--- src/rtl/cal_module_initiator.sv ---
`default_nettype none
// +--------------------------------------------------------------------------+
// | Module      : cal_module_initiator                                       |
// | Description : Initiator side of the MBINIT CAL sideband handshake.       |
// |               Sends MSG_CAL_DONE_REQ once the sideband is free and waits |
// |               for MSG_CAL_DONE_RESP. Each attempt times out after        |
// |               TIMEOUT_CYCLES; MAX_RETRY re-sends are allowed before the  |
// |               sticky timeout flag is raised. Completion also waits for   |
// |               the local responder side to finish.                        |
// | Revision    : 1.0 - initial release                                      |
// +--------------------------------------------------------------------------+
// | Ports                                                                    |
// |   CLK                            in   clock, rising edge                 |
// |   rst_n                          in   asynchronous active-low reset      |
// |   i_MBINIT_PARAM_end             in   enable, high while CAL is active   |
// |   i_RX_SbMessage[3:0]            in   received sideband message code     |
// |   i_msg_valid                    in   i_RX_SbMessage valid this cycle    |
// |   i_Busy_SideBand                in   sideband TX busy                   |
// |   i_falling_edge_busy            in   pulse: our message has been sent   |
// |   i_MBINIT_CAL_ModulePartner_end in   local responder side finished      |
// |   o_TX_SbMessage[3:0]            out  message to transmit                |
// |   o_ValidOutDatat_Module         out  o_TX_SbMessage valid               |
// |   o_MBINIT_CAL_Module_end        out  whole CAL handshake complete       |
// |   o_CAL_timeout                  out  sticky failure, retries exhausted  |
// +--------------------------------------------------------------------------+
module cal_module_initiator #(
  parameter logic [15:0] TIMEOUT_CYCLES    = 16'd8000,
  parameter int          MAX_RETRY         = 2,
  parameter logic [3:0]  MSG_CAL_DONE_REQ  = 4'b0001,
  parameter logic [3:0]  MSG_CAL_DONE_RESP = 4'b0010
) (
  input  logic       CLK,
  input  logic       rst_n,
  input  logic       i_MBINIT_PARAM_end,
  input  logic [3:0] i_RX_SbMessage,
  input  logic       i_msg_valid,
  input  logic       i_Busy_SideBand,
  input  logic       i_falling_edge_busy,
  input  logic       i_MBINIT_CAL_ModulePartner_end,
  output logic [3:0] o_TX_SbMessage,
  output logic       o_ValidOutDatat_Module,
  output logic       o_MBINIT_CAL_Module_end,
  output logic       o_CAL_timeout
);

  localparam int                 CNT_W       = $clog2(TIMEOUT_CYCLES + 1);
  localparam logic [CNT_W-1:0]   CNT_LAST    = CNT_W'(TIMEOUT_CYCLES - 16'd1);
  localparam logic [CNT_W-1:0]   CNT_MAX     = CNT_W'(TIMEOUT_CYCLES);
  // One spare code so the counter can hold MAX_RETRY itself (and is never 0 bits wide).
  localparam int                 RETRY_W     = $clog2(MAX_RETRY + 2);
  localparam logic [RETRY_W-1:0] RETRY_LIMIT = RETRY_W'(MAX_RETRY);

  typedef enum logic [2:0] {
    IDLE          = 3'd0,
    WAIT_BUS_FREE = 3'd1,
    SEND_REQ      = 3'd2,
    WAIT_RESP     = 3'd3,
    WAIT_PARTNER  = 3'd4,
    DONE          = 3'd5,
    ERROR         = 3'd6
  } state_t;

  state_t             state;
  state_t             next_state;
  logic [CNT_W-1:0]   cnt;
  logic [RETRY_W-1:0] retry_cnt;
  logic               resp_seen;
  logic               resp_now;
  logic               timeout_hit;
  logic               retry_inc;

  assign resp_now    = i_msg_valid && (i_RX_SbMessage == MSG_CAL_DONE_RESP);
  assign timeout_hit = (state == WAIT_RESP) && (cnt == CNT_LAST);

  // State register
  always_ff @(posedge CLK or negedge rst_n) begin
    if (!rst_n) begin
      state <= IDLE;
    end else begin
      state <= next_state;
    end
  end

  // Next-state decode. Losing the enable overrides every other transition.
  always_comb begin
    next_state = state;
    retry_inc  = 1'b0;
    if ((state != IDLE) && !i_MBINIT_PARAM_end) begin
      next_state = IDLE;
    end else begin
      case (state)
        IDLE: begin
          if (i_MBINIT_PARAM_end) next_state = WAIT_BUS_FREE;
        end
        WAIT_BUS_FREE: begin
          if (!i_Busy_SideBand) next_state = SEND_REQ;
        end
        SEND_REQ: begin
          // A response that beat our own send-complete pulse skips the wait.
          if (i_falling_edge_busy) begin
            next_state = resp_seen ? WAIT_PARTNER : WAIT_RESP;
          end
        end
        WAIT_RESP: begin
          // A response arriving on the timeout cycle still wins.
          if (resp_seen || resp_now) begin
            if (resp_seen && i_MBINIT_CAL_ModulePartner_end) begin
              next_state = DONE;
            end else begin
              next_state = WAIT_PARTNER;
            end
          end else if (timeout_hit) begin
            if (retry_cnt < RETRY_LIMIT) begin
              retry_inc  = 1'b1;
              next_state = WAIT_BUS_FREE;
            end else begin
              next_state = ERROR;
            end
          end
        end
        WAIT_PARTNER: begin
          if (i_MBINIT_CAL_ModulePartner_end) next_state = DONE;
        end
        DONE:    next_state = DONE;
        ERROR:   next_state = ERROR;
        default: next_state = IDLE;
      endcase
    end
  end

  // Attempt timer: held at zero outside WAIT_RESP, so it restarts on every
  // entry; saturates rather than wrapping.
  always_ff @(posedge CLK or negedge rst_n) begin
    if (!rst_n) begin
      cnt <= '0;
    end else if (state != WAIT_RESP) begin
      cnt <= '0;
    end else if (cnt != CNT_MAX) begin
      cnt <= cnt + CNT_W'(1);
    end
  end

  // Retry count survives across attempts; only a return to IDLE clears it.
  always_ff @(posedge CLK or negedge rst_n) begin
    if (!rst_n) begin
      retry_cnt <= '0;
    end else if (state == IDLE) begin
      retry_cnt <= '0;
    end else if (retry_inc) begin
      retry_cnt <= retry_cnt + RETRY_W'(1);
    end
  end

  // Response latch: only meaningful while a request is outstanding.
  always_ff @(posedge CLK or negedge rst_n) begin
    if (!rst_n) begin
      resp_seen <= 1'b0;
    end else if (state == IDLE) begin
      resp_seen <= 1'b0;
    end else if (((state == SEND_REQ) || (state == WAIT_RESP)) && resp_now) begin
      resp_seen <= 1'b1;
    end
  end

  // Registered outputs decoded from next_state.
  always_ff @(posedge CLK or negedge rst_n) begin
    if (!rst_n) begin
      o_TX_SbMessage          <= 4'b0000;
      o_ValidOutDatat_Module  <= 1'b0;
      o_MBINIT_CAL_Module_end <= 1'b0;
      o_CAL_timeout           <= 1'b0;
    end else begin
      o_TX_SbMessage          <= (next_state == SEND_REQ) ? MSG_CAL_DONE_REQ : 4'b0000;
      o_ValidOutDatat_Module  <= (next_state == SEND_REQ);
      o_MBINIT_CAL_Module_end <= (next_state == DONE);
      o_CAL_timeout           <= (next_state == ERROR);
    end
  end

endmodule
`default_nettype wire

--- config.mk ---
export PLATFORM = sky130hd
export DESIGN_NAME = cal_module_initiator
export DESIGN_NICKNAME = d
export VERILOG_FILES = /design/src/rtl/cal_module_initiator.sv
export SDC_FILE = /design/constraint.sdc
export NUM_CORES = 1
export LEC_CHECK = 0
export BUFFER_PORTS_ARGS = -buffer_cell sky130_fd_sc_hd__buf_2
export CELL_PAD_IN_SITES_DETAIL_PLACEMENT = 1
export CELL_PAD_IN_SITES_GLOBAL_PLACEMENT = 1
export CORE_MARGIN = 8
export CORE_UTILIZATION = 39
export CTS_BUF_LIST = sky130_fd_sc_hd__clkbuf_4 sky130_fd_sc_hd__clkbuf_8 sky130_fd_sc_hd__clkbuf_16
export CTS_CLUSTER_SIZE = 40
export DETAILED_ROUTE_END_ITERATION = 16
export PLACE_DENSITY_LB_ADDON = 0.12
export SLEW_MARGIN = 20
export SYNTH_ARGS = -nofsm -noshare
export SYNTH_HDL_FRONTEND = slang
export SYNTH_SLANG_ARGS = --single-unit
--- constraint.sdc ---
create_clock -name CLK -period 1.59 [get_ports CLK]
set_input_delay 0.3975 -clock CLK [delete_from_list [all_inputs] [get_ports CLK]]
set_output_delay 0.3975 -clock CLK [all_outputs]
set_load 0.05 [all_outputs]
==> results of run 1 <==
-- worst register-to-register path: stages, from the launching register on --
cell and delay [ps]:
dfrtp_1 430, ha_4 180, nor3b_2 170, nand4_1 220
a211oi_2 280, buf_4 190, nor2_1 50
-- stage by stage --
stage,worst slack (ps),instance area [um2],setup TNS [ps],util (%)
global route,-103,1840,-534,55.9
CTS,-49.0,1730,-57.7,52.8
global placement,-133,1600,-694,48.8
finish,-60.1,1840,-220,55.9
floorplan,-25.5,1320,-25.5,-
detailed placement,-208,1600,-1020,48.8
-- power by group --
| part | switching, uW | internal, uW | leakage, uW |
|---|---|---|---|
| combinational | 646 | 488 | 0.000467 |
| sequential | 65.6 | 624 | 0.000301 |
| clock | 177 | 254 | 0.0000279 |
| total | 889 | 1370 | 0.000795 |
-- final cells by class --
| class | instances | area (um2) |
|---|---|---|
| Inverter | 8 | 30.0 |
| Fill cell | 381 | 1450 |
| Timing Repair Buffer | 46 | 322 |
| Sequential cell | 22 | 553 |
| Tap cell | 46 | 57.6 |
| Multi-Input combinational cell | 102 | 822 |
| Clock buffer | 3 | 22.5 |
| Clock inverter | 1 | 30.0 |
-- layout by cell type, fill, tap and decap left out, types with 4 or more instances in the layout --
cell     instances
o21ai_0          4
inv_1            7
buf_2           14
buf_4           29
dfrtp_1         20
nor2_1          15
nand3_1          4
nand4_1          5
xnor2_1          7
a21oi_1          5
nand2_1          6
nor3_1           4
-- sequential cells by signal (all words and copies together), names as in the netlist --
signal and flops:
cnt 13, o_CAL_timeout 1, o_MBINIT_CAL_Module_end 1, o_TX_SbMessage 1, resp_seen 1, retry_cnt 2, state 3
-- routing by layer --
metal	track usage, %	up-vias	routed length [um]
met5	0	-	0
met4	3.99	0	20
met3	2.46	2	129
met2	26.3	11	1970
met1	15.0	629	1560
li1	-	584	-
-- path summary, 6_finish.rpt --
path	start	end	slack [ps]	cells past startpoint
worst min-delay path	rst_n	cnt[3]	40	1
max in group asynchronous	rst_n	state[1]	1170	1
worst min register to register	cnt[12]	cnt[12]	550	2
worst max register to register	cnt[0]	state[1]	-60	6
min in group CLK	i_msg_valid	resp_seen	510	3
worst max-delay path	cnt[0]	state[1]	-60	6
-- cells by family after synthesis --
kind of cell,after synthesis,synth area share (%)
buffers and inverters,17,6.80
AND/OR/NAND/NOR,58,26.3
AO/OA/AOI/OAI,28,14.9
XOR/XNOR,9,6.03
adder cells (fa/ha/maj),2,1.92
other,1,0.287
multiplexers,2,1.53
flip-flops,22,42.1
-- repair_timing --
action                     4_1_cts  5_1_grt
pin swaps                        5        7
hold buffers                     0        0
buffers inserted                 3        2
resized for setup               13       18
setup endpoints to repair        6       12
==> flow_summary.toml, run 1 <==
[clock_network]
clockBufferDepth = 2
cts.sinks = 22
cts_tree = "done"
clk_pin_slew_ps = 130
htree_levels = 1
clkLatencyLatePin_ps = 310
clockRootBuffer = "clkbuf_4"
cts_made_buffers = 3

[logic_synthesis]
ys_types = 43
yosys.cell_count.top_type = "dfrtp_1"
yosys.area.top_type = "dfrtp_1"
ys_top_cells_by_count = "dfrtp_1, nor2_1, inv_1"
yosysWarningCount = 0
synthArstFlopShare_pct = 100
syn_area_per_cell_um2 = 9.40
synth_area_um2 = 1310
synth_top_area_share_pct = 42.1
synth-edff-count = 0
synthesis.instances = 139
synth_flop_cell = "dfrtp_1"
seq_area_frac_synth_pct = 42.1
yosys_register_bits = 22
yosys-top-cells-area = "dfrtp_1, xnor2_1, nor2_1"

[run_status]
failed_checks = "setup timing"
status = "complete, but fails checks"

[floorplanning]
die-area_um2 = 5460
fp-row-count = 21
ios = 18
start_util_pct = 39.8
fp.dieH_um = 73.9
coreArea_um2 = 3280
die_x_um = 73.9

[grt]
grt_pass1_wl_um = 6040
grtUsageTotal_pct = 13.9
grt_antenna_before_repair = 0
grt_max_degree = 23
overflow = 0
grt_pass1_vias = 1333

[drt]
routed_via_density = 5.38
postRouteWirelength_um = 3680
dr.pass1.iters = 2
wire_per_inst_um = 16.1
ant_nets = 0
drtIter0Drc = 19
num_vias = 1226
drc = 0

[critical_path]
crit_buf_inv = 1
crit_chain = "ha_4, nor3b_2, nand4_1, a211oi_2, buf_4, nor2_1"
critical_path_class = "flop to flop"
start_kind = "flop"
cp.required_ps = 1770
crit_fanout = 4
slowest_stage = "dfrtp_1"
cp_top_family = "simple AND/OR/NAND/NOR gates"
cpPeakStageDelay_ps = 430
end_kind = "flop"
crit_arrival_ps = 1830

[final_layout]
layoutNonFillerInstCount = 228
area_growth_pct = 40.6
drive_above_1_share_pct = 42.9
diodes = 0
fin_nets = 196

[sta]
clock_skew_ps = 8.47
fin_crit_ps = 1650
fin_crit_sh_pct = 104
worst_slew_pin_slew_ps = 516
setup_viol_count_final = 5
drv_slew = 0
fmax_mhz = 606
maxSlewHeadroom_pct = 65.6
rsz0062_at_grt = "yes"
fin_hold_ws_ps = 38.3
hold_viol_final = 0
setup_slack_ps = -60.1

[power_and_ir_drop]
power_leakage_uw = 0.000795
p_total_uw = 2260
vdd_drop_max_uv = 439
cellPowerDensity_nw_per_um2 = 1230

[placed_design]
port_buffers = 14
place_congestion = 0.874
dpl.cell_count = 220
hpwl_um = 2710

[min_path]
hp-class = "input pin to async pin"

[flow_run]
max-cap-violations = 0
Power figures use the tool's default switching activity.
==> inputs of run 2 (changes only) <==
--- a/config.mk
+++ b/config.mk
@@ -6,8 +6,9 @@
 export NUM_CORES = 1
 export LEC_CHECK = 0
 export BUFFER_PORTS_ARGS = -buffer_cell sky130_fd_sc_hd__buf_2
-export CELL_PAD_IN_SITES_DETAIL_PLACEMENT = 1
+export CELL_PAD_IN_SITES_DETAIL_PLACEMENT = 0
 export CELL_PAD_IN_SITES_GLOBAL_PLACEMENT = 1
+export CORE_ASPECT_RATIO = 0.7
 export CORE_MARGIN = 8
 export CORE_UTILIZATION = 39
 export CTS_BUF_LIST = sky130_fd_sc_hd__clkbuf_4 sky130_fd_sc_hd__clkbuf_8 sky130_fd_sc_hd__clkbuf_16
==> flow_summary.toml, run 2 (same netlist as run 1, synthesis figures left out) <==
[run_status]
status = "complete, but fails checks"
failed_checks = "setup timing"

[placed_design]
hpwl_um = 2390
placedInstanceArea_um2 = 1560
port_buffers = 14
place_congestion = 0.829
dpl.cell_count = 207

[flow_run]
max-cap-violations = 0

[clock_network]
clockRootBuffer = "clkbuf_8"
cts_made_buffers = 3
clkLatencyLatePin_ps = 270
clockBufferDepth = 2
clk_pin_slew_ps = 80
htree_levels = 1
cts.sinks = 22
cts_tree = "done"

[critical_path]
start_kind = "flop"
crit_arrival_ps = 1770
r2r_start = "cnt[1]"
rrSetupSlack_ps = -50
cp-startpoint = "cnt[1]"
r2r-end = "o_TX_SbMessage[0]"
crit_fanout = 4
crit_end = "o_TX_SbMessage[0]"
end_kind = "flop"
worst-r2r-cell-count = 6
critical_path_class = "flop to flop"
cp.required_ps = 1720

[final_layout]
multi_input_area_um2 = 747
seq_area_um2 = 554
largest_reg_flops = 13
area_growth_pct = 29.9
final_common_cell = "buf_4"
n_fill_cell = 278
fin_util_pct = 53.5
fin_nets = 187
drive_above_1_share_pct = 34.1
final_cell_mix = "buf_4, dfrtp_1, nor2_1, buf_2, inv_1"
layoutNonFillerInstCount = 211
largest_register = "cnt"
reg_top3 = "cnt: 13 flops, state: 3 flops, retry_cnt: 2 flops"
stdcell_area_um2 = 1700
diodes = 0

[sta]
hold_viol_final = 0
worst_slew_pin_slew_ps = 621
fin_crit_ps = 1640
fin_crit_sh_pct = 103
fmax_mhz = 609
maxSlewHeadroom_pct = 58.6
fin_hold_ws_ps = 87.3
drv_slew = 0
clock_skew_ps = 1.63
setup_slack_ps = -51.9
rsz0062_at_grt = "yes"
setup_viol_count_final = 4

[floorplanning]
die-area_um2 = 5490
start_util_pct = 41.2
fp.dieH_um = 64.4
coreArea_um2 = 3170
die_x_um = 85.2
fp-row-count = 17
ios = 18

[drt]
ant_nets = 0
dr.pass1.iters = 4
routed_via_density = 5.52
postRouteWirelength_um = 3190
num_vias = 1164
drc = 0
wire_per_inst_um = 15.1
drtIter0Drc = 94

[power_and_ir_drop]
cellPowerDensity_nw_per_um2 = 1270
switchingPower_uw = 818
internal-power_uw = 1340
power_leakage_uw = 0.000721
swShare_pct = 37.9
clockPowerShare_pct = 24.6
pwr-share-seq_pct = 32.7
p_total_uw = 2160
vdd_drop_max_uv = 1320
p_comb_share_pct = 42.7

[grt]
grt_antenna_before_repair = 0
grtUsageTotal_pct = 12.0
grt_pass1_vias = 1151
grt_pass1_wl_um = 5420
grt_max_degree = 23
overflow = 0

[min_path]
hp-class = "input pin to async pin"
[run 2: what timing repair did]
action / CTS / global route
setup buffers: 0 / 0
gates resized for setup: 7 / 9
pin swaps: 4 / 6
endpoints found under the setup margin: 6 / 9
hold buffers: 0 / 0
[run 2: metrics by stage]
step,setup TNS [ps],setup WS [ps]
after floorplan,-25.5,-25.5
after global placement,-743,-145
after detailed placement,-1070,-240
after CTS,-71.8,-63.1
after global routing,-363,-82.4
final,-161,-51.9
[run 2: critical path, cell delays in order, from the launching register on]
cell and delay [ps]:
dfrtp_1 400, ha_4 160, nor3b_1 220, nand4_1 170, a211oi_2 330, buf_4 180, nor4b_2 50
[run 2: layout make-up]
cell class              instances  area share, %
clock inverters                 1           1.77
well taps                      38           2.80
multi-input cells             102           44.0
flip-flops and latches         22           32.7
clock buffers                   3           2.43
inverters                       8           1.77
repair buffers                 37           14.5
[run 2: power groups by stage]
stage,registers (uW),clock network [uW],logic (uW)
floorplan,743,0,556
global placement,707,0,831
detailed placement,705,0,845
CTS,699,549,893
global route,718,572,994
finish,706,532,921
[run 2: routing by layer]
metal	part of all wire, %	global-route usage (%)	vias to the layer above	routed length, um
met5	0	0	-	0
met4	0.50	1.99	0	16
met3	6.6	4.40	2	211
met2	39	16.9	34	1240
met1	54	17.2	556	1730
li1	-	-	572	-
[run 2: worst min path at each step]
stage,startpoint,to,slack [ps],depth (start not counted)
after floorplan,rst_n,cnt[0],100,0
after global placement,rst_n,state[2],390,1
after detailed placement,rst_n,o_CAL_timeout,400,1
after CTS,rst_n,o_CAL_timeout,100,1
after global routing,rst_n,state[1],120,1
final,rst_n,o_CAL_timeout,90,1
